`src/rtl/sprite_animator.sv`:
```
// rtl/sprite_animator.sv - animated sprite fetch: box test, sheet ROM addressing, opaque-hit pipeline
module sprite_animator #(
  parameter int SPRITE_W        = 26,
  parameter int SPRITE_H        = 32,
  parameter int SHEET_W         = 353,
  parameter int BASE_ADDR       = 50,
  parameter int NUM_FRAMES      = 4,
  parameter int FRAME_HOLD      = 8,
  parameter int ADDR_W          = 14,
  parameter int IDX_W           = 4,
  parameter int TRANSPARENT_IDX = 0,
  localparam int FI_W           = (NUM_FRAMES > 1) ? $clog2(NUM_FRAMES) : 1
) (
  input  logic              vga_clk,
  input  logic              reset,
  input  logic [9:0]        DrawX,
  input  logic [9:0]        DrawY,
  input  logic              blank,
  input  logic [9:0]        pos_x,
  input  logic [9:0]        pos_y,
  input  logic              mirror,
  input  logic              enable,
  input  logic              play,
  input  logic              restart,
  output logic [ADDR_W-1:0] rom_address,
  input  logic [IDX_W-1:0]  rom_q,
  output logic              hit,
  output logic [IDX_W-1:0]  pixel_index,
  output logic [FI_W-1:0]   frame_index
);

  localparam int HOLD_W = (FRAME_HOLD > 1) ? $clog2(FRAME_HOLD) : 1;

  logic [HOLD_W-1:0] hold_cnt;
  logic [9:0]        x_l;
  logic [9:0]        y_l;
  logic              m_l;
  logic              v1;
  logic              v2;

  logic              frame_start;
  logic [10:0]       dx11, dy11, xl11, yl11;
  logic [10:0]       lx, ly, cx;
  logic              in_box;
  logic [ADDR_W-1:0] addr_next;

  assign frame_start = (DrawX == 10'd0) && (DrawY == 10'd0);

  // Beam-relative coordinates in 11 bits so a sprite hanging off the right/bottom is clipped, never wrapped
  always_comb begin
    dx11   = {1'b0, DrawX};
    dy11   = {1'b0, DrawY};
    xl11   = {1'b0, x_l};
    yl11   = {1'b0, y_l};
    lx     = dx11 - xl11;
    ly     = dy11 - yl11;
    cx     = m_l ? (11'(SPRITE_W - 1) - lx) : lx;
    in_box = (dx11 >= xl11) && (dx11 < xl11 + 11'(SPRITE_W)) &&
             (dy11 >= yl11) && (dy11 < yl11 + 11'(SPRITE_H));
    addr_next = ADDR_W'(BASE_ADDR);
    if (in_box) begin
      addr_next = ADDR_W'(BASE_ADDR) + ADDR_W'(ly) * ADDR_W'(SHEET_W)
                + ADDR_W'(frame_index) * ADDR_W'(SPRITE_W) + ADDR_W'(cx);
    end
  end

  // Animation state: advances once per VGA frame while playing; restart overrides everything
  always_ff @(posedge vga_clk) begin
    if (reset || restart) begin
      hold_cnt    <= '0;
      frame_index <= '0;
    end else if (frame_start && play) begin
      if (hold_cnt == HOLD_W'(FRAME_HOLD - 1)) begin
        hold_cnt    <= '0;
        frame_index <= (frame_index == FI_W'(NUM_FRAMES - 1)) ? '0 : frame_index + FI_W'(1);
      end else begin
        hold_cnt <= hold_cnt + HOLD_W'(1);
      end
    end
  end

  // Position and mirror are only taken at frame start so the sprite never tears mid-frame
  always_ff @(posedge vga_clk) begin
    if (reset) begin
      x_l <= '0;
      y_l <= '0;
      m_l <= 1'b0;
    end else if (frame_start) begin
      x_l <= pos_x;
      y_l <= pos_y;
      m_l <= mirror;
    end
  end

  // Three-stage pipeline: address issue, ROM read, opacity test
  always_ff @(posedge vga_clk) begin
    if (reset) begin
      rom_address <= '0;
      v1          <= 1'b0;
      v2          <= 1'b0;
      hit         <= 1'b0;
      pixel_index <= '0;
    end else begin
      rom_address <= addr_next;
      v1          <= in_box && blank && enable;
      v2          <= v1;
      hit         <= v2 && (rom_q != IDX_W'(TRANSPARENT_IDX));
      pixel_index <= (v2 && (rom_q != IDX_W'(TRANSPARENT_IDX))) ? rom_q : '0;
    end
  end

endmodule

```
`config.mk`:
```
export PLATFORM = sky130hd
export DESIGN_NAME = sprite_animator
export DESIGN_NICKNAME = d
export VERILOG_FILES = /design/src/rtl/sprite_animator.sv
export SDC_FILE = /design/constraint.sdc
export NUM_CORES = 1
export LEC_CHECK = 0
export BUFFER_PORTS_ARGS = -buffer_cell sky130_fd_sc_hd__buf_4
export CORE_MARGIN = 4
export CORE_UTILIZATION = 55
export CTS_BUF_LIST = sky130_fd_sc_hd__clkbuf_4 sky130_fd_sc_hd__clkbuf_8
export DETAILED_ROUTE_END_ITERATION = 12
export PLACE_DENSITY = 0.77
export RECOVER_POWER = 100
export SYNTH_ARGS = -nofsm -noshare
export SYNTH_HDL_FRONTEND = slang
export SYNTH_SLANG_ARGS = --single-unit
```
`constraint.sdc`:
```
create_clock -name vga_clk -period 6.15 [get_ports vga_clk]
set_input_delay 0.615 -clock vga_clk [delete_from_list [all_inputs] [get_ports vga_clk]]
set_output_delay 0.615 -clock vga_clk [all_outputs]
set_load 0.03 [all_outputs]
```
==> flow_summary.json <==
{
  "run_status": "complete, but fails checks",
  "failed_checks": "max-capacitance violations, max-slew violations",
  "final_core_util_pct": 64.10,
  "min-delay-start": "v1",
  "synth_warnings": 0,
  "final.setup_skew_ns": 0.009303,
  "initialDrtViolationCount": 116,
  "r2r.worst_path.cells": 22,
  "global_route.overflow_total": 0,
  "ff_latch_area_um2": 940.9,
  "worstSkewPairLatency_ns": 0.31,
  "synth.avg_cell_area_um2": 8.884,
  "area_of_the_die_mm2": 0.01040,
  "final_design_area_no_fill_mm2": 0.005563,
  "cpMaxStageDelayCell": "or4b_2",
  "post_synth_instance_area_mm2": 0.004860,
  "grt_usage_pct": 20.80,
  "combinationalPowerShare_pct": 59.9,
  "grt_start_max_net_pins": 44,
  "port-buffer-count": 71,
  "power_leakage_uw": 0.002497,
  "filler_cell_count": 749,
  "critical-path-max-stage-delay_ns": 0.66,
  "sequential_power_share_pct": 21.1,
  "r2r_end": "rom_address[13]",
  "drv_slew": 68,
  "grt_antenna_before_repair": 0,
  "critical_path.reg2reg.startpoint": "x_l[1]",
  "count_of_clock_tree_sinks": 47,
  "timing.setup.critical_path_class": "reg2reg",
  "synth.ff_latch_count": 47,
  "postCtsHoldBufs": 0,
  "setup_violations": 0,
  "syn_inst": 547,
  "cts_buf_count": 5,
  "pwr_density_cell_mw_per_mm2": 266.4,
  "critical_path.max_fanout": 7,
  "number_of_hold_slack_violations_in_the_final_timing_report": 0,
  "required_time_at_the_endpoint_of_the_critical_path_ns": 6.26,
  "critical_path.startpoint_type": "register",
  "final_layout_size_suffix_gt1_share_pct": 10.65,
  "post-route-period-util_pct": 91.93,
  "route.antenna.remaining_nets": 0,
  "mappedNetlistNets": 707,
  "rows": 34,
  "ys_types": 50,
  "share_clk_of_total_power_pct": 19.0,
  "1st_pass_router_iterations": 4,
  "tritoncts": "done",
  "maxCapViolations": 2,
  "footprint_of_the_multi_input_gates_mm2": 0.003551,
  "finalNetCount": 779,
  "post_route_drc_violation_count": 0,
  "rsz0062_at_grt": "no",
  "antennaDiodeCount": 0,
  "min_period_ns": 5.654,
  "globalplace.congestion": 0.8958,
  "initial_core_util_pct": 56.00,
  "dpl.hpwl_um": 8801,
  "num_io_pins": 72,
  "clock_transition_at_the_registers_of_the_reported_paths_ns": 0.10,
  "path_cells": "inv_1, ha_1, nor2b_1, o31a_2, or4b_2, nand3_1, o21ai_0, xor2_1, ha_1, ha_1, fa_1, inv_1, fa_1, inv_1, ha_1, a21oi_1, o21ai_0, a21o_1, a31oi_1, o21ai_0, xor2_1, nor3_1",
  "internal_power_uw": 872.1,
  "ys_dominant_reg_cell": "dfxtp_1",
  "ys_async_sr_fraction_pct": 0,
  "clock_tree.root_cell": "clkbuf_8",
  "post-cts-setup-buffer-count": 0,
  "detailed_place.area_mm2": 0.005523,
  "critical_path.startpoint": "x_l[1]",
  "fp.dieW_um": 102,
  "power.switching_fraction_pct": 41.15,
  "first_global_vias": 3937,
  "first_pass_grt_wire_length_um": 17510,
  "wirelength_um": 10540,
  "htreeDepth": 2,
  "hold_end": "v2",
  "maxClockFrequency_ghz": 0.1769,
  "headroom_to_the_max_slew_limit_pct": -23.16,
  "hold_path.class": "reg2reg",
  "timing.hold.worst_path_depth": 1,
  "worstMarginPinSlew_ns": 1.847,
  "timing.reg2reg.setup_slack_ns": 0.50,
  "critPathArrivalTime_ns": 5.77,
  "cts-resized-gates": 0,
  "synth_sequential_area_ratio_pct": 19.36,
  "synth-edff-count": 0,
  "totalPowerFinal_uw": 1482,
  "wire_per_inst_um": 14.48,
  "timing.setup.tns_ns": 0,
  "num_vias": 3951,
  "fp.dieH_um": 102,
  "total_switching_power_uw": 609.9,
  "vias_per_cell": 5.427,
  "vdd.ir_drop.worst_v": 0.0001674,
  "clk_path_buf_depth": 2,
  "core-area_mm2": 0.008678,
  "worstSetupEndpointType": "register",
  "area.growth.synth_to_final_pct": 14.47,
  "crit_path_frequent_cell": "ha_1"
}
-- routing by layer --
layer / vias up / track usage, % / share of wire, %
met5: - / 0 / 0
met4: 0 / 5.853 / 1.7
met3: 14 / 3.549 / 5.2
met2: 97 / 36.88 / 48
met1: 1818 / 25.95 / 45
li1: 2022 / - / -
-- cells in the final DEF (no fill, tap or decap), types with 12 or more instances in the layout --
cell,netlist,layout
inv_1,87,87
ha_1,85,85
buf_4,0,50
dfxtp_1,47,47
nor2_1,38,37
xnor2_1,31,31
a21oi_1,26,26
mux2i_1,26,26
clkbuf_1,10,25
fa_1,24,24
nor3_1,21,21
nand2_1,18,18
xor2_1,15,15
o21ai_0,12,12
-- synthesized netlist by cell type, types with 2 or more instances --
cell	number	area, µm²
inv_1	87	326.6
ha_1	85	1064
dfxtp_1	47	940.9
nor2_1	38	142.6
xnor2_1	31	271.5
a21oi_1	26	130.1
mux2i_1	26	260.3
fa_1	24	480.5
nor3_1	21	105.1
nand2_1	18	67.56
xor2_1	15	131.4
o21ai_0	12	60.06
clkbuf_1	10	37.54
nand3_1	10	50.05
o21a_1	9	67.56
nor4_1	8	50.05
a21o_1	7	52.55
nand2b_1	7	43.79
nand4_1	6	37.54
and2_1	5	31.28
nor2b_1	5	31.28
o21bai_1	5	37.54
a211o_1	4	35.03
a31oi_1	4	25.02
a2111oi_0	3	26.28
nor3b_1	3	22.52
o31ai_1	3	22.52
a211oi_1	2	15.01
and3_1	2	12.51
o221ai_1	2	17.52
o41a_1	2	22.52
xnor3_1	2	45.04
-- how the worst max path moves through the flow --
stage                            endpoint  slack (ns)
after global routing      rom_address[13]        0.11
after CTS                 rom_address[13]        0.54
after floorplan           rom_address[13]        0.80
final                     rom_address[13]        0.50
after detailed placement  rom_address[13]        0.34
after global placement    rom_address[13]        0.50
-- metrics by stage --
| stage | worst slack, ns | cells | hold WS, ns |
|---|---|---|---|
| 6_report | 0.4962 | 728 | 0.4642 |
| 5_1_grt | 0.1058 | 728 | 0.4839 |
| 4_1_cts | 0.5393 | 728 | 0.4634 |
| 3_5_place_dp | 0.3415 | 720 | 0.4292 |
| 3_3_place_gp | 0.4973 | 720 | 0.4285 |
| 2_1_floorplan | 0.8046 | 547 | 0.4138 |
-- sequential cells by signal (all words and copies together) (netlist names) --
register / count
hold_cnt: 3
rom_address: 14
v1: 1
pixel_index: 4
y_l: 10
hit: 1
m_l: 1
x_l: 10
v2: 1
frame_index: 2
-- power groups by stage --
| stage | Sequential [µW] | Combinational, µW | Clock [µW] |
|---|---|---|---|
| final | 313 | 887 | 282 |
| after global routing | 314 | 1030 | 295 |
| after CTS | 313 | 901 | 288 |
| after detailed placement | 320 | 890 | 0 |
| after global placement | 320 | 862 | 0 |
| after floorplan | 336 | 680 | 0 |
-- area by class of cell --
cell class	count	share of cell area (%)
tap	108	2.429
inverter	87	5.870
multi-input combinational	403	63.83
timing repair buffer	75	8.435
clock buffer	5	1.237
clock inverter	3	1.282
sequential	47	16.91
-- logic make-up (layout without fill, tap and decap cells) --
logic type,count (synthesis),in the layout,share of synthesized area [%]
DFF,47,47,19.36
muxes,27,27,5.587
adders and majority gates,109,109,31.77
AOI/OAI and AO/OA,90,90,13.16
buffers and inverters,97,170,7.492
and+or+nand+nor,129,129,13.41
xor gates and xnor gates,48,48,9.217
-- critical path, delay by kind of cell (launching register included) --
family / cells / cell delay (ns)
buf+inv: 3 / 0.21
compound gates: 7 / 1.24
xor+xnor: 2 / 0.33
flops: 1 / 0.45
simple gates: 4 / 1.02
fa+ha+maj: 6 / 2.18
Note: power is estimated with default switching activity, not from simulation.
